--- src/rtl/wb_arbiter_if.sv ---
// Writeback request/grant bundle between the three writeback sources and the
// register-file write port, shared by the arbiter and whoever drives it.
interface wb_arbiter_if;
  logic        alu_valid;
  logic [4:0]  alu_rd;
  logic [31:0] alu_data;
  logic        alu_ready;

  logic        ld_valid;
  logic [4:0]  ld_rd;
  logic [31:0] ld_data;
  logic        ld_ready;

  logic        md_valid;
  logic [4:0]  md_rd;
  logic [31:0] md_data;
  logic        md_ready;

  logic        rf_we;
  logic [4:0]  rf_waddr;
  logic [31:0] rf_wdata;
  logic [1:0]  rf_src;

  modport slave (
    input  alu_valid, alu_rd, alu_data,
    input  ld_valid, ld_rd, ld_data,
    input  md_valid, md_rd, md_data,
    output alu_ready, ld_ready, md_ready,
    output rf_we, rf_waddr, rf_wdata, rf_src
  );

  modport master (
    output alu_valid, alu_rd, alu_data,
    output ld_valid, ld_rd, ld_data,
    output md_valid, md_rd, md_data,
    input  alu_ready, ld_ready, md_ready,
    input  rf_we, rf_waddr, rf_wdata, rf_src
  );
endinterface

--- src/rtl/wb_arbiter.sv ---
// Fixed-priority writeback arbiter (ALU > load > mul/div) with starvation
// counters that promote a stalled load or mul/div above the ALU.
module wb_arbiter #(
  parameter int unsigned STARVE_LIMIT = 4
) (
  input logic         clk,
  input logic         reset,
  wb_arbiter_if.slave io_bus
);

  localparam logic [3:0] LimitCnt = 4'(STARVE_LIMIT);

  typedef enum logic [1:0] {
    SrcNone = 2'd0,
    SrcAlu  = 2'd1,
    SrcLd   = 2'd2,
    SrcMd   = 2'd3
  } src_e;

  logic [3:0]  r_ld_wait, r_md_wait;
  logic [3:0]  w_ld_wait_next, w_md_wait_next;
  logic        w_ld_urgent, w_md_urgent;
  src_e        w_grant;
  logic [4:0]  w_rd;
  logic [31:0] w_data;

  logic        r_rf_we;
  logic [4:0]  r_rf_waddr;
  logic [31:0] r_rf_wdata;
  src_e        r_rf_src;

  assign w_ld_urgent = (r_ld_wait == LimitCnt);
  assign w_md_urgent = (r_md_wait == LimitCnt);

  // Grant depends only on valids and counters; reset holds every ready low.
  always_comb begin
    w_grant = SrcNone;
    if (!reset) begin
      if (io_bus.ld_valid && w_ld_urgent) begin
        w_grant = SrcLd;
      end else if (io_bus.md_valid && w_md_urgent) begin
        w_grant = SrcMd;
      end else if (io_bus.alu_valid) begin
        w_grant = SrcAlu;
      end else if (io_bus.ld_valid) begin
        w_grant = SrcLd;
      end else if (io_bus.md_valid) begin
        w_grant = SrcMd;
      end
    end
  end

  assign io_bus.alu_ready = (w_grant == SrcAlu);
  assign io_bus.ld_ready  = (w_grant == SrcLd);
  assign io_bus.md_ready  = (w_grant == SrcMd);

  always_comb begin
    w_rd   = '0;
    w_data = '0;
    unique case (w_grant)
      SrcAlu: begin
        w_rd   = io_bus.alu_rd;
        w_data = io_bus.alu_data;
      end
      SrcLd: begin
        w_rd   = io_bus.ld_rd;
        w_data = io_bus.ld_data;
      end
      SrcMd: begin
        w_rd   = io_bus.md_rd;
        w_data = io_bus.md_data;
      end
      default: begin
        w_rd   = '0;
        w_data = '0;
      end
    endcase
  end

  always_comb begin
    w_ld_wait_next = r_ld_wait;
    w_md_wait_next = r_md_wait;
    if (!io_bus.ld_valid || io_bus.ld_ready) begin
      w_ld_wait_next = '0;
    end else if (r_ld_wait != LimitCnt) begin
      w_ld_wait_next = r_ld_wait + 4'd1;
    end
    if (!io_bus.md_valid || io_bus.md_ready) begin
      w_md_wait_next = '0;
    end else if (r_md_wait != LimitCnt) begin
      w_md_wait_next = r_md_wait + 4'd1;
    end
  end

  always_ff @(posedge clk or posedge reset) begin
    if (reset) begin
      r_ld_wait <= '0;
      r_md_wait <= '0;
    end else begin
      r_ld_wait <= w_ld_wait_next;
      r_md_wait <= w_md_wait_next;
    end
  end

  // A transfer to x0 still occupies the port but writes nothing.
  always_ff @(posedge clk or posedge reset) begin
    if (reset) begin
      r_rf_we    <= 1'b0;
      r_rf_waddr <= '0;
      r_rf_wdata <= '0;
      r_rf_src   <= SrcNone;
    end else if (w_grant != SrcNone) begin
      r_rf_we    <= (w_rd != 5'd0);
      r_rf_waddr <= w_rd;
      r_rf_wdata <= (w_rd != 5'd0) ? w_data : 32'd0;
      r_rf_src   <= w_grant;
    end else begin
      r_rf_we    <= 1'b0;
      r_rf_src   <= SrcNone;
    end
  end

  assign io_bus.rf_we    = r_rf_we;
  assign io_bus.rf_waddr = r_rf_waddr;
  assign io_bus.rf_wdata = r_rf_wdata;
  assign io_bus.rf_src   = r_rf_src;

endmodule
--- src/flat_wrapper.sv ---
// flat-port wrapper written by rule: the top's interface ports become plain ports
module wb_arbiter_flat 
#(
  parameter int unsigned STARVE_LIMIT = 4
)
  (clk, reset, io_bus_alu_valid, io_bus_alu_rd, io_bus_alu_data, io_bus_ld_valid, io_bus_ld_rd, io_bus_ld_data, io_bus_md_valid, io_bus_md_rd, io_bus_md_data, io_bus_alu_ready, io_bus_ld_ready, io_bus_md_ready, io_bus_rf_we, io_bus_rf_waddr, io_bus_rf_wdata, io_bus_rf_src);
  wb_arbiter_if io_bus_i ();
  input logic clk;
  input logic reset;
  input wire logic [$bits(io_bus_i.alu_valid)-1:0] io_bus_alu_valid;
  input wire logic [$bits(io_bus_i.alu_rd)-1:0] io_bus_alu_rd;
  input wire logic [$bits(io_bus_i.alu_data)-1:0] io_bus_alu_data;
  input wire logic [$bits(io_bus_i.ld_valid)-1:0] io_bus_ld_valid;
  input wire logic [$bits(io_bus_i.ld_rd)-1:0] io_bus_ld_rd;
  input wire logic [$bits(io_bus_i.ld_data)-1:0] io_bus_ld_data;
  input wire logic [$bits(io_bus_i.md_valid)-1:0] io_bus_md_valid;
  input wire logic [$bits(io_bus_i.md_rd)-1:0] io_bus_md_rd;
  input wire logic [$bits(io_bus_i.md_data)-1:0] io_bus_md_data;
  output wire logic [$bits(io_bus_i.alu_ready)-1:0] io_bus_alu_ready;
  output wire logic [$bits(io_bus_i.ld_ready)-1:0] io_bus_ld_ready;
  output wire logic [$bits(io_bus_i.md_ready)-1:0] io_bus_md_ready;
  output wire logic [$bits(io_bus_i.rf_we)-1:0] io_bus_rf_we;
  output wire logic [$bits(io_bus_i.rf_waddr)-1:0] io_bus_rf_waddr;
  output wire logic [$bits(io_bus_i.rf_wdata)-1:0] io_bus_rf_wdata;
  output wire logic [$bits(io_bus_i.rf_src)-1:0] io_bus_rf_src;
  assign io_bus_i.alu_valid = io_bus_alu_valid;
  assign io_bus_i.alu_rd = io_bus_alu_rd;
  assign io_bus_i.alu_data = io_bus_alu_data;
  assign io_bus_i.ld_valid = io_bus_ld_valid;
  assign io_bus_i.ld_rd = io_bus_ld_rd;
  assign io_bus_i.ld_data = io_bus_ld_data;
  assign io_bus_i.md_valid = io_bus_md_valid;
  assign io_bus_i.md_rd = io_bus_md_rd;
  assign io_bus_i.md_data = io_bus_md_data;
  assign io_bus_alu_ready = io_bus_i.alu_ready;
  assign io_bus_ld_ready = io_bus_i.ld_ready;
  assign io_bus_md_ready = io_bus_i.md_ready;
  assign io_bus_rf_we = io_bus_i.rf_we;
  assign io_bus_rf_waddr = io_bus_i.rf_waddr;
  assign io_bus_rf_wdata = io_bus_i.rf_wdata;
  assign io_bus_rf_src = io_bus_i.rf_src;
  wb_arbiter #(.STARVE_LIMIT(STARVE_LIMIT)) u_core (.clk(clk), .reset(reset), .io_bus(io_bus_i));
endmodule
--- config.mk ---
export PLATFORM = sky130hd
export DESIGN_NAME = wb_arbiter_flat
export DESIGN_NICKNAME = d
export VERILOG_FILES = /design/src/rtl/wb_arbiter_if.sv /design/src/rtl/wb_arbiter.sv /design/src/flat_wrapper.sv
export SDC_FILE = /design/constraint.sdc
export NUM_CORES = 1
export LEC_CHECK = 0
export ABC_AREA = 1
export BUFFER_PORTS_ARGS = -buffer_cell sky130_fd_sc_hd__buf_4
export CAP_MARGIN = 10
export CELL_PAD_IN_SITES_DETAIL_PLACEMENT = 0
export CELL_PAD_IN_SITES_GLOBAL_PLACEMENT = 1
export CORE_MARGIN = 2
export CORE_UTILIZATION = 27
export CTS_BUF_LIST = sky130_fd_sc_hd__clkbuf_8
export DETAILED_ROUTE_END_ITERATION = 12
export PLACE_DENSITY_LB_ADDON = 0.1
export REMOVE_ABC_BUFFERS = 1
export SYNTH_ARGS = -nofsm -noshare
export SYNTH_HDL_FRONTEND = slang
export SYNTH_SLANG_ARGS = --single-unit
--- constraint.sdc ---
create_clock -name clk -period 2.25 [get_ports clk]
set_input_delay 0.1125 -clock clk [delete_from_list [all_inputs] [get_ports clk]]
set_output_delay 0.1125 -clock clk [all_outputs]
set_load 0.01 [all_outputs]
# After elaboration in Yosys (flattened, before gate mapping)
# Index checks and enable logic that the tools add are counted.
# word_totals
mem_bits_ro	0
memories	0
reg_bits	48
wordCells	40
mem_bits_rw	0
latchBits	0
output_inout_bits	43
# classes
n_lt_le_gt_ge	0
n_reduce_logical	10
n_mux	15
n_bitwise	0
n_div	0
eq_ne	7
shifts	0
mul	0
add_sub_neg	2
# ops
op	n
$pmux 32 s3	1
$mux 32	1
$mux 4	4
$pmux 5 s3	1
$mux 2	7
$add 4x1->4 const B	2
$eq 4x3->1 const B	2
$ne 4x3->1 const B	2
$reduce_bool 2->1	3
$reduce_bool 5->1	1
$eq 2x2->1 const B	2
$eq 2x1->1 const B	1
$logic_and 1x1->1	2
$logic_not 1->1	2
$logic_or 1x1->1	2
$mux 1	1

# Depth between registers and ports, before layout
# logic_depth
depth_word	10
mapped_depth	15
mapped_depth_nobuf	14

# Worst setup path after synthesis
# No wires, ideal clock.
# synth_timing
path_type	input to register
from	input reset
to	register u_core.r_rf_wdata[0] (netlist: u_core.io_bus.rf_wdata[0])
setup_time_ns	0.116
setup_slack_ns	-0.216
path_stages	13
n_path_buf	1
arrival_ns	2.350
t_required_ns	2.134
path_cell_list	inv_1 -> nand2_1 -> inv_2 -> nand2_4 -> inv_2 -> nor2_4 -> nand2_1 -> nand2_1 -> nor2_2 -> nand3_4 -> buf_6 -> nand2_1 -> nand2_1
# synth_between
elab_chain_len	5
# synth_lines
element	line	rtl
from (decl)	flat_wrapper.sv:9	input logic reset;
$mux 2 (*)	wb_arbiter.sv:38	if (!reset) begin
$eq 2x2->1 or $eq 2x1->1 (tied branches)	wb_arbiter.sv:60	unique case (w_grant)
$pmux 5 s3	wb_arbiter.sv:60	
$reduce_bool 5->1	wb_arbiter.sv:115	r_rf_wdata <= (w_rd != 5'd0) ? w_data : 32'd0;
$mux 32	wb_arbiter.sv:115	
to (signal assigned)	wb_arbiter.sv:115	
to (decl)	wb_arbiter.sv:29	logic [31:0] r_rf_wdata;
# Mark *: on every way between the ends. The rest lies on a longest branch, timed or not.
# A chain may end at the register's enable or synchronous reset.

# Worst setup path after layout
# layout_timing
from	register u_core.r_md_wait[0]
to	output io_bus_alu_ready
# layout_between
elab_chain_len	6
# layout_lines
element	line	rtl
from (decl)	wb_arbiter.sv:20	logic [3:0] r_ld_wait, r_md_wait;
from (signal assigned)	wb_arbiter.sv:101	r_md_wait <= w_md_wait_next;
$eq 4x3->1	wb_arbiter.sv:33	assign w_md_urgent = (r_md_wait == LimitCnt);
$logic_and 1x1->1	wb_arbiter.sv:41	end else if (io_bus.md_valid && w_md_urgent) begin
$mux 2	wb_arbiter.sv:41	
$mux 2	wb_arbiter.sv:39	if (io_bus.ld_valid && w_ld_urgent) begin
$mux 2	wb_arbiter.sv:38	
$eq 2x1->1	wb_arbiter.sv:53	assign io_bus.alu_ready = (w_grant == SrcAlu);
to (decl)	flat_wrapper.sv:19	output wire logic [$bits(io_bus_i.alu_ready)-1:0] io_bus_alu_ready;
# Every way passes these cells.

==> summary.txt <==
Pwr
  • Sw Share: 33.87%
  • Switching power: 912.7 uW
  • VDD IR max: 0.2981 mV
  • P_leak: 2.356 nW
  • Flop pwr share: 42.7%
  • Clock power share: 18.1%
  • Internal: 1.782 mW
  • Total power: 2.694 mW
  • Power per Cell Area: 639.7 nW/um2
  • Gate power share: 39.2%

Timing
  • Final Skew: 0.004897 ns
  • Final Hold Vio Count: 0
  • Fin. max-slew vios: 0
  • Least-Margin Pin Slew: 0.3407 ns
  • Final worst-path cycle share: 91.21%
  • # setup viols final: 0
  • Min cycle time layout: 2.052 ns
  • Rel. slew slack: 77.24%
  • Min Hold Slack: 0.1057 ns
  • Maximum clock rate: 0.4873 GHz
  • Final worst slack: 0.1977 ns
  • Post-route setup TNS: 0 ns

Setup path
  • Data required time of the worst path: 2.14 ns
  • Startpoint types: flop
  • Critical path endpoint category: primary output
  • Critical Setup Path Class: flop to primary output
  • CP max FO: 33
  • CP arrival: 1.94 ns

Hold path
  • Worst min-delay path class: input pin to flop

Route
  • Routed len/inst: 13.28 um
  • DR vias: 2867
  • Residual DRC: 0
  • Via/cell ratio: 4.438
  • Final antenna-violating net count: 0
  • WL final: 8.581 mm
  • First DRT Iteration DRCs: 80
  • DR pass1 iterations: 4

CTS
  • Cts bufs inserted: 5
  • Clock-pin slew on the worst setup and hold paths: 0.09 ns
  • H-tree depth: 2
  • Clock Path Buffers: 2
  • Worst skew pair latency: 0.29 ns
  • Clock root buffer: clkbuf_8
  • Total clock sinks: 48
  • CTS tree: yes

Global route
  • Largest net degree at the start of global routing: 34
  • GRT Util Overall: 16.11%
  • Vias in the first global route: 2706
  • First-pass GRT wire length: 13.39 mm
  • Overflow after GRT: 0
  • Initial antenna violation count: 0

Place
  • Dpl cells: 635
  • Pre-CTS setup slack: 0.1558 ns
  • Dpl hpwl: 6.646 mm
  • PortBufs: 158
  • DP Area: 4055 um2
  • Gp weighted congestion: 0.7263

Final layout
  • Fill count: 995
  • Commonest non-fill, non-tap cells in the layout: nand2_1, buf_4, dfrtp_1
  • Ant. Diodes: 0
  • Share of cells above drive strength 1: 38.21%
  • Post-route cell area: 4212 um2
  • Final non-filler cell total: 646
  • Layout Area Growth over Synthesis: 57.81%
  • Final nets: 633
  • Final Util: 43.49%
  • Commonest non-fill, non-tap cell in the layout: nand2_1

Yosys
  • Yosys reg bits: 48
  • FFs w/ async S/R, synth: 100.0%
  • Primary FF master, synth: dfrtp_1
  • Cell variety after synth: 29
  • Avg Cell Area, Syn: 7.669 um2
  • Mapped Area: 2669 um2
  • Seq/Total Area, Yosys: 45.01%
  • Post-synthesis instance total: 348
  • EDFF count, synth: 0
  • Yosys warning total: 0

Floorplan
  • Vert. Die Dim: 103.4 um
  • Total Die Area: 10700 um2
  • Die Width: 103.4 um
  • Ports: 159
  • Initial Utilization: 27.56%
  • Rows: 36
  • Core ar.: 9684 um2

Run status
  • Run status: completed

Job
  • Max Cap Violations: 0
power groups by stage:
| stage | Combinational, mW | Sequential (mW) | Clock [mW] |
|---|---|---|---|
| final | 1.06 | 1.15 | 0.488 |
| after global routing | 1.18 | 1.17 | 0.549 |
| after CTS | 1.06 | 1.15 | 0.512 |
| after detailed placement | 1.06 | 1.16 | 0 |
| after global placement | 1.05 | 1.16 | 0 |
| after floorplan | 0.368 | 1.23 | 0 |
cell families (layout without fill, tap and decap cells):
family | after synthesis | count (layout) | synth area share [%]
simple gates | 214 | 214 | 34.22
flops | 48 | 48 | 45.01
compound gates | 44 | 44 | 11.86
buf+inv | 35 | 200 | 6.048
fa+ha+maj | 4 | 4 | 1.875
xor+xnor | 3 | 3 | 0.9847
state kept, by name (all words and copies together), names as in the netlist:
register and flops:
u_core.io_bus.rf_wdata 32, u_core.io_bus.rf_waddr 5, u_core.r_ld_wait 4, u_core.r_md_wait 4
u_core.io_bus.rf_src 2, u_core.io_bus.rf_we 1
final timing paths:
check                      cells after the start                                     end                                    from  slack [ns]
max                                            8                        io_bus_alu_ready         u_core.r_md_wait[0]$_DFFE_PP0P_        0.20
min                                            5  u_core.io_bus.rf_wdata[24]$_DFFE_PP0N_                     io_bus_alu_data[24]        0.11
max reg2reg                                   12  u_core.io_bus.rf_wdata[18]$_DFFE_PP0N_         u_core.r_md_wait[0]$_DFFE_PP0P_        0.21
min reg2reg                                    2  u_core.io_bus.rf_wdata[24]$_DFFE_PP0N_  u_core.io_bus.rf_wdata[24]$_DFFE_PP0N_        0.48
max in group asynchronous                      5   u_core.io_bus.rf_waddr[1]$_DFFE_PP0N_                                   reset        1.35
min in group asynchronous                      4  u_core.io_bus.rf_wdata[16]$_DFFE_PP0N_                                   reset        0.41
worst max-delay path: stages, from the launching register on:
cell and delay, ns:
dfrtp_1 0.43, inv_1 0.08, ha_1 0.19, nand4_4 0.18
nand2_4 0.16, nand2_4 0.10, nor2_4 0.13, buf_12 0.21
buf_4 0.15
area by class of cell:
cell class	count	area [um2]	area share [%]
clock buffer	5	68.82	1.634
inverter	20	75.07	1.783
multi-input combinational	265	1333	31.64
sequential	48	1201	28.52
timing repair buffer	173	1359	32.26
clock inverter	2	8.758	0.2080
tap	133	166.4	3.951
metal layers:
layer	vias to the layer above	part of all wire, %	track usage (%)
met4	0	0.82	3.947
met3	6	7.7	4.570
li1	1465	-	-
met1	1291	42	20.86
met5	-	0	0
met2	105	49	26.65
synth_stat cells (2+ instances only):
master | instances | area [um2]
dfrtp_1 | 48 | 1201
nand4_1 | 10 | 62.56
ha_1 | 4 | 50.05
buf_6 | 3 | 33.78
nor2_4 | 3 | 33.78
nor2_2 | 2 | 12.51
nand3_1 | 12 | 60.06
buf_2 | 6 | 30.03
a21o_1 | 4 | 30.03
o21ai_0 | 4 | 20.02
nand2_1 | 175 | 656.9
nand2_2 | 3 | 18.77
xor2_1 | 2 | 17.52
nor2_1 | 4 | 15.01
buf_1 | 2 | 7.510
inv_2 | 4 | 15.01
clkbuf_1 | 4 | 15.01
a22oi_1 | 32 | 240.2
inv_1 | 16 | 60.06
timing repair:
| action | in CTS | in global routing |
|---|---|---|
| gates resized for setup | 1 | 9 |
| setup endpoints to repair | 1 | 37 |
| hold buffers | 1 | 0 |
| setup buffers | 0 | 3 |
| pin swaps | 0 | 2 |
| hold endpoints to repair | 30 | 0 |
Power figures use the tool's default switching activity.
